### src/rtl/prbs_err_monitor_if.sv
// Lane error strobes, link status and control into the PRBS monitor; counts, lock and LED flags out.
interface prbs_err_monitor_if #(
  parameter int NLANES = 8,
  parameter int CNT_W  = 16
);
  logic [0:NLANES-1] PRBS_error;
  logic [0:3]        state_status;
  logic              clear;
  logic [2:0]        sel_lane;
  logic [CNT_W-1:0]  err_count;
  logic [0:NLANES-1] lane_locked;
  logic [0:NLANES-1] led_fp;

  modport master (
    output PRBS_error, state_status, clear, sel_lane,
    input  err_count, lane_locked, led_fp
  );

  modport slave (
    input  PRBS_error, state_status, clear, sel_lane,
    output err_count, lane_locked, led_fp
  );
endinterface

### src/rtl/prbs_err_monitor.sv
// Per-lane PRBS lock tracker (IDLE/HUNT/LOCKED) with saturating error counters and LED drive.
// LED_ERR_STRETCH_EN: blank a lane's LED for 2**STRETCH_W-1 cycles after each locked error.
module prbs_err_monitor #(
  parameter int         NLANES     = 8,
  parameter int         CNT_W      = 16,
  parameter int         LOCK_CNT   = 255,
  parameter logic [3:0] READY_CODE = 4'h3,
  parameter int         STRETCH_W  = 22
) (
  input  logic              txusrclk2,
  input  logic              reset,
  prbs_err_monitor_if.slave bus
);
  localparam int CLEAN_W = $clog2(LOCK_CNT + 1);
  localparam logic [CLEAN_W-1:0] LOCK_V = CLEAN_W'(LOCK_CNT);

  typedef enum logic [1:0] {IDLE, HUNT, LOCKED} state_e;

  state_e             state_q [NLANES];
  state_e             state_d [NLANES];
  logic [CLEAN_W-1:0] clean_q [NLANES];
  logic [CLEAN_W-1:0] clean_d [NLANES];
  logic [CNT_W-1:0]   cnt_q   [NLANES];
  logic [CNT_W-1:0]   cnt_d   [NLANES];
  logic [0:NLANES-1]  lane_locked_q;
  logic [0:NLANES-1]  led_q;
  logic [CNT_W-1:0]   err_count_q;
  logic [CNT_W-1:0]   err_count_d;
  logic               link_ready;

  assign link_ready = (bus.state_status == READY_CODE);

  always_ff @(posedge txusrclk2) begin
    if (reset) begin
      for (int i = 0; i < NLANES; i++) begin
        state_q[i] <= IDLE;
        clean_q[i] <= '0;
      end
    end else begin
      state_q <= state_d;
      clean_q <= clean_d;
    end
  end

  always_comb begin
    for (int i = 0; i < NLANES; i++) begin
      state_d[i] = state_q[i];
      clean_d[i] = clean_q[i];
      if (!link_ready) begin
        state_d[i] = IDLE;
        clean_d[i] = '0;
      end else begin
        case (state_q[i])
          IDLE: begin
            state_d[i] = HUNT;
            clean_d[i] = '0;
          end
          HUNT: begin
            if (bus.PRBS_error[i]) begin
              clean_d[i] = '0;
            end else if (clean_q[i] == LOCK_V) begin
              state_d[i] = LOCKED;
            end else begin
              clean_d[i] = clean_q[i] + 1'b1;
            end
          end
          LOCKED: state_d[i] = LOCKED;
          default: state_d[i] = IDLE;
        endcase
      end
    end
  end

  // A clear coinciding with a locked error keeps that error.
  always_comb begin
    logic [CNT_W-1:0] base;
    base        = '0;
    err_count_d = '0;
    for (int i = 0; i < NLANES; i++) begin
      base     = bus.clear ? '0 : cnt_q[i];
      cnt_d[i] = base;
      if (state_q[i] == LOCKED && bus.PRBS_error[i] && base != '1) begin
        cnt_d[i] = base + 1'b1;
      end
      if (int'(bus.sel_lane) == i) begin
        err_count_d = cnt_q[i];
      end
    end
  end

  always_ff @(posedge txusrclk2) begin
    if (reset) begin
      for (int i = 0; i < NLANES; i++) begin
        cnt_q[i]         <= '0;
        lane_locked_q[i] <= 1'b0;
      end
      err_count_q <= '0;
    end else begin
      cnt_q       <= cnt_d;
      err_count_q <= err_count_d;
      for (int i = 0; i < NLANES; i++) begin
        lane_locked_q[i] <= (state_q[i] == LOCKED);
      end
    end
  end

`ifdef LED_ERR_STRETCH_EN
  logic [STRETCH_W-1:0] timer_q [NLANES];
  logic [STRETCH_W-1:0] timer_d [NLANES];

  always_comb begin
    for (int i = 0; i < NLANES; i++) begin
      timer_d[i] = timer_q[i];
      if (state_q[i] == LOCKED && bus.PRBS_error[i]) begin
        timer_d[i] = '1;
      end else if (timer_q[i] != '0) begin
        timer_d[i] = timer_q[i] - 1'b1;
      end
    end
  end

  always_ff @(posedge txusrclk2) begin
    if (reset) begin
      for (int i = 0; i < NLANES; i++) begin
        timer_q[i] <= '0;
        led_q[i]   <= 1'b0;
      end
    end else begin
      timer_q <= timer_d;
      for (int i = 0; i < NLANES; i++) begin
        led_q[i] <= lane_locked_q[i] & (timer_q[i] == '0);
      end
    end
  end
`else
  always_ff @(posedge txusrclk2) begin
    if (reset) begin
      led_q <= '0;
    end else begin
      led_q <= lane_locked_q;
    end
  end
`endif

  assign bus.err_count   = err_count_q;
  assign bus.lane_locked = lane_locked_q;
  assign bus.led_fp      = led_q;
endmodule

### src/flat_wrapper.sv
// flat-port wrapper written by rule: the top's interface ports become plain ports
module prbs_err_monitor_flat 
#(
  parameter int         NLANES     = 8,
  parameter int         CNT_W      = 16,
  parameter int         LOCK_CNT   = 255,
  parameter logic [3:0] READY_CODE = 4'h3,
  parameter int         STRETCH_W  = 22
)
  (txusrclk2, reset, bus_PRBS_error, bus_state_status, bus_clear, bus_sel_lane, bus_err_count, bus_lane_locked, bus_led_fp);
  prbs_err_monitor_if #(.NLANES(NLANES), .CNT_W(CNT_W)) bus_i ();
  input  logic txusrclk2;
  input  logic reset;
  input wire logic [$bits(bus_i.PRBS_error)-1:0] bus_PRBS_error;
  input wire logic [$bits(bus_i.state_status)-1:0] bus_state_status;
  input wire logic [$bits(bus_i.clear)-1:0] bus_clear;
  input wire logic [$bits(bus_i.sel_lane)-1:0] bus_sel_lane;
  output wire logic [$bits(bus_i.err_count)-1:0] bus_err_count;
  output wire logic [$bits(bus_i.lane_locked)-1:0] bus_lane_locked;
  output wire logic [$bits(bus_i.led_fp)-1:0] bus_led_fp;
  assign bus_i.PRBS_error = bus_PRBS_error;
  assign bus_i.state_status = bus_state_status;
  assign bus_i.clear = bus_clear;
  assign bus_i.sel_lane = bus_sel_lane;
  assign bus_err_count = bus_i.err_count;
  assign bus_lane_locked = bus_i.lane_locked;
  assign bus_led_fp = bus_i.led_fp;
  prbs_err_monitor #(.NLANES(NLANES), .CNT_W(CNT_W), .LOCK_CNT(LOCK_CNT), .READY_CODE(READY_CODE), .STRETCH_W(STRETCH_W)) u_core (.txusrclk2(txusrclk2), .reset(reset), .bus(bus_i));
endmodule
### config.mk
export PLATFORM = sky130hd
export DESIGN_NAME = prbs_err_monitor_flat
export DESIGN_NICKNAME = d
export VERILOG_FILES = /design/src/rtl/prbs_err_monitor_if.sv /design/src/rtl/prbs_err_monitor.sv /design/src/flat_wrapper.sv
export SDC_FILE = /design/constraint.sdc
export NUM_CORES = 1
export LEC_CHECK = 0
export ABC_AREA = 1
export CAP_MARGIN = 10
export CORE_MARGIN = 3
export CORE_UTILIZATION = 55
export CTS_CLUSTER_SIZE = 20
export DETAILED_ROUTE_END_ITERATION = 10
export PLACE_DENSITY = 0.77
export SYNTH_ARGS = -nofsm -noshare
export SYNTH_HDL_FRONTEND = slang
export SYNTH_SLANG_ARGS = --single-unit
### constraint.sdc
create_clock -name txusrclk2 -period 4 [get_ports txusrclk2]
set_clock_uncertainty 0.15 [all_clocks]
set_input_delay 0.8 -clock txusrclk2 [delete_from_list [all_inputs] [get_ports txusrclk2]]
set_output_delay 0.8 -clock txusrclk2 [all_outputs]
set_load 0.05 [all_outputs]
## Yosys cells after proc, flatten, opt, wreduce, memory -nomap -nowiden

Index checks and enable logic that the tools add are counted.

- Bits in registers: 240
- Output and inout bits: 32

- Add/subtract/negate cells: 16
- Equal/unequal tests: 64
- Multiplexer cells: 72
- Bitwise gates (word level): 1
- Reductions and logical operators: 50

Operator list:

| kind | count |
|---|---|
| $mux 16 | 24 |
| $add 16x1->16 const B | 8 |
| $mux 8 | 16 |
| $ne 16x16->1 const B | 8 |
| $pmux 8 s2 | 8 |
| $add 8x1->8 const B | 8 |
| $eq 8x8->1 const B | 8 |
| $pmux 2 s3 | 8 |
| $mux 2 | 16 |
| $reduce_and 2->1 | 16 |
| $ne 3x3->1 const B | 8 |
| $eq 2x1->1 const B | 8 |
| $eq 2x2->1 const B | 8 |
| $logic_and 1x1->1 | 16 |
| $logic_not 2->1 | 8 |
| $ne 2x1->1 const B | 8 |
| $ne 2x2->1 const B | 8 |
| $reduce_bool 2->1 | 8 |
| $eq 3x3->1 const B | 4 |
| $eq 3x2->1 const B | 2 |
| $eq 4x2->1 const B | 1 |
| $eq 3x1->1 const B | 1 |
| $logic_not 3->1 | 1 |
| $reduce_or 2->1 | 1 |
| $not 1->1 | 1 |

## Logic depth before layout (Yosys ltp)

Gate-level depths: netlist (run 1).

- Depth after elaboration: 9
- Gate-level depth with buffers: 18

## Worst setup path before layout (run 1)

OpenSTA, ideal clock, no wires.

- Path type: input to register
- From: in bus_clear
- To: reg u_core.cnt_q[46] (netlist bit)
- Library setup time: 0.132 ns
- Data arrival time: 2.816 ns
- Slack: 0.902 ns
- Stages: 18
- Path through: buf_6 -> inv_8 -> buf_6 -> buf_6 -> buf_2 -> nand2_1 -> inv_1 -> ha_1 -> nand2_1 -> nor2_2 -> nand2_1 -> nor2_1 -> nand2_1 -> nand2_4 -> inv_2 -> buf_2 -> nand2_1 -> a21oi_1

- Word-level cells in the longest chain between the ends: 4

Ends and longest elaborated chain:

| element | line | text |
|---|---|---|
| start: declaration | flat_wrapper.sv:16 | `input wire logic [$bits(bus_i.clear)-1:0] bus_clear;` |
| $mux 16 (*) | prbs_err_monitor.sv:80 | `base = bus.clear ? '0 : cnt_q[i];` |
| branches (longest 2 deep; another with $add 16x1->16) | - |  |
| $mux 16 (*) | prbs_err_monitor.sv:82 | `if (state_q[i] == LOCKED && bus.PRBS_error[i] && base != '1) begin` |
| end signal: assignment | prbs_err_monitor.sv:99 | `cnt_q <= cnt_d;` |
| end: declaration | prbs_err_monitor.sv:23 | `logic [CNT_W-1:0] cnt_q [NLANES];` |

Every way passes the cells marked *.
A chain may end at the register's enable or synchronous reset.

## Worst setup path after layout (run 1)

- From: in bus_clear
- To: reg u_core.cnt_q[15] (netlist bit)

Same word-level chain as after synthesis.

==> metrics.yaml, run 1 <==
status: "finished clean"
die_w_um: 174
clock-sinks: 240
cts_buffers: 28
busiest_layer: "met2"
worst_slew_margin_rel_pct: 39.4
final_cell_mix: "783 x nand2_1, 389 x nor2_1, 363 x inv_1"
finalSetupViolations: 0
cts_hold_buf: 0
ant_nets: 0
antenna_found_initial: 1
timing.final.crit_share_pct: 71.8
mostFrequentLayoutCell: "nand2_1"
multiInputGateArea_mm2: 0.00895
cts_max_level: 1
placed_area_mm2: 0.0163
p_leak_nw: 6.87
critPathMostFrequentCell: "nand2_1"
syn_inst: 2570
hold_class: "reg2reg"
use_met2_pct: 44.4
drtIter0Drc: 1481
crit_path_top_delay_cell: "inv_8"
floorplan.rows: 61
cts_setup_buffers: 0
setup-tns-final_ns: 0
grt_use_total_pct: 26.5
design_area_mm2: 0.0172
hold_start: "u_core.bus.lane_locked[1]$_SDFF_PP0_"
n_fill_cell: 2570
via_per_inst: 5.41
powerDensity_mw_per_mm2: 307
path_class: "in2reg"
critPathRequiredTime_ns: 4.25
min_path_cells: 2
numPortBuffers: 49
gp_congestion: 0.956
use_met3_pct: 3.52
root_buffer: "clkbuf_16"
instances_no_fill: 2992
grt_pass1_wl_um: 69600
ys_ff_latch: 240
clk_latency_ns: 0.56
max_cap_violations: 0
tightest_slew_ns: 0.909
synth-main-ff-cell: "dfxtp_1"
r2r_setup_slack_ns: 1.47
worst-path-buf-inv: 4
rr_endpoint: "u_core.cnt_q[124]$_SDFF_PP0_"
first_pass_iters: 6
antenna_cells: 0
vdd_drop_max_mv: 0.322
post-place-ws_ns: 0.643
crit_chain: "buf_4 > inv_8 > nand2_1 > inv_1 > ha_1 > nand2_1 > nor2_2 > nand2_1 > nor2_2 > nand2_1 > nand2_4 > inv_2 > nand2_1 > a21oi_1"
timing.hold.ws_ns: 0.273
drc_errors: 0
wire_per_inst_um: 13.8
rsz0062_at_grt: "no"
cp-end-kind: "register"
drive_gt1_share_pct: 5.78
dr_total_vias: 16200
netlist-cell-type-count: 42
cp-start-kind: "primary input"
post-dp-hpwl_um: 29100
dieArea_mm2: 0.0304
reg2reg_depth: 12
r2r_start: "u_core.cnt_q[113]$_SDFF_PP0_"
avgSynthCellArea_um2: 6.08
grt_max_degree: 76
power_mw: 5.29
cp_top_family: "simple AND/OR/NAND/NOR gates"
fp.coreArea_mm2: 0.0279
layout_setup_ws_ns: 1.13
yosysWarnings: 0
clk_pin_slew_worst_paths_ns: 0.06
met1_usage_pct: 35.2
syn-num-nets: 2628
max_freq_ghz: 0.348
die_h_um: 174
synth_area_mm2: 0.0156
ys_seq_area_share_pct: 30.8
final_max_slew_viol_count: 0
seqCellArea_mm2: 0.00480
crit_arrival_ns: 3.12
wirelength_um: 41200
synth_edf_count: 0
fin_nets: 2653
initial_core_util_pct: 56.1
period_minus_slack_ns: 2.87
cts-resized-gates: 0
dp.cells: 2943
finish.utilization_pct: 61.9
grt_pass1_vias: 15100
synthArstFlopShare_pct: 0
cts_tree: "built"
ioPinCount: 50
min_to: "u_core.bus.led_fp[1]$_SDFF_PP0_"
grt_overflow: 0
slowest_delay_ns: 0.27
clock_tree.buffer_depth: 3
layout-area-overhead-vs-synth_pct: 10.4
critPathMaxFanout: 55
hold_violations: 0
-- routing by layer --
metal	wire [µm]	share of wire [%]
met4	1470	3.6
met1	18200	44
met3	2700	6.6
met5	13	0.032
met2	18800	46
-- tightest hold or removal path, stage by stage (launching register included) --
cell and delay (ns):
dfxtp_1 0.31, inv_1 0.05, nor2_1 0.03
-- synthesized netlist by cell type, types with 19 or more instances --
library cell	number	area (µm²)
o21ai_0	53	265
xor2_1	44	385
dfxtp_1	240	4800
nand3_1	165	826
clkbuf_1	27	101
nand2_1	783	2940
buf_6	19	214
inv_1	363	1360
nor2_1	389	1460
ha_1	40	500
nand4_1	95	594
a21oi_1	194	971
nor3_1	23	115
-- power by group --
group | switching [mW] | internal, mW | total, mW
logic | 0.157 | 0.0559 | 0.213
clock network | 1.04 | 1.63 | 2.68
registers | 0.00232 | 2.40 | 2.40
-- cells by family (layout without fill, tap and decap cells) --
kind of cell	count (synthesis)	in the layout	share of synthesized area (%)
buffers and inverters	440	484	11.9
flip-flops	240	240	30.8
AO/OA/AOI/OAI	266	266	9.09
XOR/XNOR	54	54	3.03
AND/OR/NAND/NOR	1528	1528	41.8
multiplexers	2	2	0.136
adder cells (fa/ha/maj)	40	40	3.21
-- flip-flops by register name, summed over array words and instances, names as in the netlist --
name	cells
u_core.bus.lane_locked	8
u_core.clean_q	64
u_core.cnt_q	128
u_core.bus.led_fp	8
u_core.bus.err_count	16
u_core.state_q	16
-- cell type report --
type	instances	share of cell area [%]
timing repair buffer	66	3.70
clock buffer	36	4.53
tap	378	2.74
sequential	240	27.9
inverter	369	8.08
clock inverter	13	1.12
multi-input combinational	1890	51.9
-- how the worst max path moves through the flow --
stage / start / to / cells after the start
2_1_floorplan: bus_clear / u_core.cnt_q[46]$_SDFF_PP0_ / 18
3_3_place_gp: bus_clear / u_core.cnt_q[8]$_SDFF_PP0_ / 14
3_5_place_dp: bus_clear / u_core.cnt_q[4]$_SDFF_PP0_ / 14
4_1_cts: bus_clear / u_core.cnt_q[15]$_SDFF_PP0_ / 14
5_1_grt: bus_clear / u_core.cnt_q[14]$_SDFF_PP0_ / 14
6_report: bus_clear / u_core.cnt_q[15]$_SDFF_PP0_ / 14
Note: power is estimated with default switching activity, not from simulation.
==> inputs of run 2 (changes only) <==
clock period = 2.81 ns   (was 4 ns; I/O delays follow)
==> run 2 against run 1 <==
Combinational power grew 45%; register-to-register slack lost 0.87 ns; non-clock buffer count grew 29; critical endpoint is now bus_err_count[6]; worst setup slack lost 0.82 ns; final cell count grew 0.97%; count of clock-buffer cells in the layout grew 7; utilization grew 0.43 points; die area is the same; via count is essentially flat; sequential power grew 43%; wire length grew 4.3%.
==> metrics.yaml, run 2 (synthesis gave the netlist of run 1 again) <==
ant_nets: 0
cts_max_level: 1
initial_core_util_pct: 56.1
fp.coreArea_mm2: 0.0279
cts-resized-gates: 0
tightest_slew_ns: 0.871
die_h_um: 174
antenna_found_initial: 0
clk_latency_ns: 0.57
post-dp-hpwl_um: 31500
drive_gt1_share_pct: 6.58
crit_path_top_delay_cell: "clkdlybuf4s50_1"
worst_slew_margin_rel_pct: 41.6
period_minus_slack_ns: 2.50
timing.final.crit_share_pct: 89.0
grt_overflow: 0
finalSetupViolations: 0
drtIter0Drc: 1238
grt_max_degree: 147
cts_setup_buffers: 0
power_frac_seq_pct: 47.5
die_w_um: 174
cp_top_family: "buffers and inverters"
max_cap_violations: 0
setup-tns-final_ns: 0
clkPwrFrac_pct: 48.2
grt_use_total_pct: 27.6
placed_area_mm2: 0.0165
numPortBuffers: 49
largestRegisters: "u_core.cnt_q: 128 flops, u_core.clean_q: 64 flops"
vdd_drop_max_mv: 0.437
antenna_cells: 0
top_register: "u_core.cnt_q"
hold_class: "reg2reg"
power_mw: 7.19
r2r_start: "u_core.cnt_q[33]$_SDFF_PP0_"
mostFrequentLayoutCell: "nand2_1"
layout-area-overhead-vs-synth_pct: 11.1
final_max_slew_viol_count: 0
path_class: "reg2out"
cp-end-kind: "primary output"
cp-start-kind: "register"
hold_start: "u_core.bus.lane_locked[7]$_SDFF_PP0_"
wire_per_inst_um: 14.2
clock_tree.buffer_depth: 3
grt_pass1_wl_um: 71200
power_frac_comb_pct: 4.3
crit_arrival_ns: 1.79
cts_buffers: 29
final_cell_mix: "783 x nand2_1, 388 x nor2_1, 363 x inv_1"
slowest_delay_ns: 0.83
gp_congestion: 0.990
p_leak_nw: 6.95
dr_total_vias: 16200
max_freq_ghz: 0.400
clk_pin_slew_worst_paths_ns: 0.06
status: "finished clean"
root_buffer: "clkbuf_16"
via_per_inst: 5.36
grt_pass1_vias: 15200
floorplan.rows: 61
largest_register_ffs: 128
crit_chain: "clkdlybuf4s50_1"
design_area_mm2: 0.0174
hold_violations: 0
first_pass_iters: 6
power.internal_mw: 5.48
cts_tree: "built"
fin_nets: 2683
cts_hold_buf: 0
p_sw_share_pct: 23.8
netSwitchingPower_mw: 1.71
dieArea_mm2: 0.0304
powerDensity_mw_per_mm2: 414
rsz0062_at_grt: "no"
ioPinCount: 50
startpoint: "u_core.bus.err_count[6]$_SDFF_PP0_"
clock-sinks: 240
critPathRequiredTime_ns: 2.10
drc_errors: 0
critPathMaxFanout: 1
worst-path-buf-inv: 1
wirelength_um: 42900
==> run 2: stage by stage <==
stage / instances / util [%] / hold WS [ns] / worst slack (ns)
finish: 3021 / 62.3 / 0.277 / 0.310
CTS: 3021 / 62.3 / 0.280 / 0.321
floorplan: 2570 / - / 0.297 / 0.0142
detailed placement: 2972 / 59.2 / 0.267 / 0.0777
global placement: 2972 / 59.2 / 0.265 / 0.121
global route: 3021 / 62.3 / 0.285 / 0.299
==> run 2: area by class of cell <==
| cell class | count | area [µm²] |
|---|---|---|
| sequential | 240 | 4800 |
| inverter | 369 | 1390 |
| multi-input combinational | 1890 | 8960 |
| tap | 378 | 473 |
| clock buffer | 43 | 808 |
| fill | 2571 | 10500 |
| timing repair buffer | 95 | 868 |
| clock inverter | 6 | 48.8 |
==> run 2: power groups by stage <==
stage	registers (mW)	logic (mW)	clock network, mW
global route	3.42	0.332	3.64
finish	3.42	0.308	3.46
global placement	3.49	0.302	0
detailed placement	3.49	0.304	0
floorplan	3.51	0.183	0
CTS	3.42	0.306	3.53
==> run 2: final timing paths <==
kind,cells past startpoint,slack (ns),to
worst max-delay path,1,0.31,bus_err_count[6]
worst min-delay path,2,0.28,u_core.bus.led_fp[7]$_SDFF_PP0_
worst max register to register,12,0.60,u_core.cnt_q[46]$_SDFF_PP0_
worst min register to register,2,0.28,u_core.bus.led_fp[7]$_SDFF_PP0_
==> run 2: metal layers <==
metal / vias up / GRT usage [%] / wire (µm)
li1: 8157 / - / -
met3: 131 / 4.76 / 3080
met4: 0 / 11.2 / 1860
met2: 584 / 46.0 / 19500
met5: - / 0 / 0
met1: 7319 / 35.6 / 18500
==> inputs of run 3 (changes only) <==
SETUP_SLACK_MARGIN = 0.2   (was unset)
clock period = 3.15 ns   (was 2.81 ns; I/O delays follow)
==> run 3 against run 2 <==
Critical path depth up 9; die area unchanged; clock power increased by 3%; count of clock-buffer cells in the layout down 6; flip-flop and latch count unchanged; non-clock buffer count is 19 lower; highest routed layer unchanged.
==> metrics.yaml, run 3 (synthesis gave the netlist of run 1 again) <==
die_h_um: 174
first_pass_iters: 6
root_buffer: "clkbuf_16"
tightest_slew_ns: 0.954
layout-area-overhead-vs-synth_pct: 11.2
fp.coreArea_mm2: 0.0279
vdd_drop_max_mv: 0.339
p_leak_nw: 6.93
wire_per_inst_um: 13.9
cp-end-kind: "register"
critPathRequiredTime_ns: 3.48
numPortBuffers: 49
grt_max_degree: 147
slowest_delay_ns: 0.42
ant_nets: 0
hold_class: "reg2reg"
status: "finished clean"
crit_chain: "buf_4 > buf_12 > nor2_1 > ha_1 > nand4_2 > inv_1 > nand2_2 > o21bai_4 > nand2_1 > a21oi_2"
drive_gt1_share_pct: 6.24
cts_setup_buffers: 0
max_freq_ghz: 0.395
largest_register_ffs: 128
grt_pass1_vias: 15100
period_minus_slack_ns: 2.53
worst_slew_margin_rel_pct: 36.0
wirelength_um: 41900
grt_use_total_pct: 26.8
clock-sinks: 240
critPathMaxFanout: 18
setup-tns-final_ns: 0
clk_latency_ns: 0.56
crit_path_top_delay_cell: "o21bai_4"
cts_tree: "built"
grt_overflow: 0
cts_hold_buf: 0
antenna_cells: 0
timing.hold.ws_ns: 0.278
mostFrequentLayoutCell: "nand2_1"
drc_errors: 0
post-dp-hpwl_um: 30300
powerDensity_mw_per_mm2: 397
timing.final.crit_share_pct: 80.3
die_w_um: 174
final_max_slew_viol_count: 0
path_class: "in2reg"
final_cell_mix: "783 x nand2_1, 389 x nor2_1, 363 x inv_1"
max_cap_violations: 0
clock_tree.buffer_depth: 3
rsz0062_at_grt: "no"
antenna_found_initial: 0
via_per_inst: 5.34
largestRegisters: "u_core.cnt_q: 128 flops, u_core.clean_q: 64 flops"
ioPinCount: 50
hold_violations: 0
drtIter0Drc: 1504
grt_pass1_wl_um: 70100
floorplan.rows: 61
clk_pin_slew_worst_paths_ns: 0.06
reg2reg_depth: 12
dieArea_mm2: 0.0304
min_path_cells: 2
cp-start-kind: "primary input"
top_register: "u_core.cnt_q"
dr_total_vias: 16100
crit_arrival_ns: 2.86
cts_buffers: 29
gp_congestion: 0.933
fin_nets: 2664
cts-resized-gates: 0
finalSetupViolations: 0
cts_max_level: 1
initial_core_util_pct: 56.1
## run 3: cell types whose count changed in the layout (fill, tap and decap cells not counted), moves of 2 or more
cell,before,now
buf_4,45,27
clkbuf_1,11,5
bufinv_16,0,5
clkinvlp_4,0,4
clkinv_2,4,6
## run 3: final timing paths
path,from,endpoint,slack [ns]
worst max register to register,u_core.cnt_q[33]$_SDFF_PP0_,u_core.cnt_q[42]$_SDFF_PP0_,0.73
worst min-delay path,u_core.bus.lane_locked[2]$_SDFF_PP0_,u_core.bus.led_fp[2]$_SDFF_PP0_,0.28
worst min register to register,u_core.bus.lane_locked[2]$_SDFF_PP0_,u_core.bus.led_fp[2]$_SDFF_PP0_,0.28
worst max-delay path,bus_clear,u_core.cnt_q[54]$_SDFF_PP0_,0.62
## run 3: worst max-delay path: cells and delay by family
| family | cells | cell delay (ns) |
|---|---|---|
| compound gates | 2 | 0.58 |
| fa+ha+maj | 1 | 0.27 |
| buf+inv | 3 | 0.64 |
| simple gates | 4 | 0.72 |
## run 3: final cells by class
type                            count  area [µm²]
Clock inverter                     17         239
Fill cell                        2619       10500
Timing Repair Buffer               76         713
Sequential cell                   240        4800
Clock buffer                       37         786
Inverter                          369        1390
Tap cell                          378         473
Multi-Input combinational cell   1890        8950
## run 3: power breakdown
group	internal [mW]	leakage, nW	switching, mW
Combinational	0.0757	4.50	0.196
Sequential	3.04	1.93	0.00481
Clock	2.19	0.494	1.39
## run 3: routing by layer
layer  vias up  share of wire, %  global-route usage, %
met4         0               3.5                   9.44
met3       108               7.7                   4.37
met2       609                45                   43.9
met1      7211                44                   36.0
li1       8124                 -                      -
met5         -                 0                      0
## run 3: through the flow
step	cell area (µm²)	worst slack [ns]	std cells	total power, mW	utilization (%)
after floorplan	15600	0.222	2570	3.30	-
after global placement	16300	0.164	2953	3.38	58.6
after detailed placement	16300	0.113	2953	3.38	58.6
after CTS	17400	0.620	3007	6.94	62.3
after global routing	17400	0.477	3007	7.08	62.3
final	17400	0.621	3007	6.90	62.3
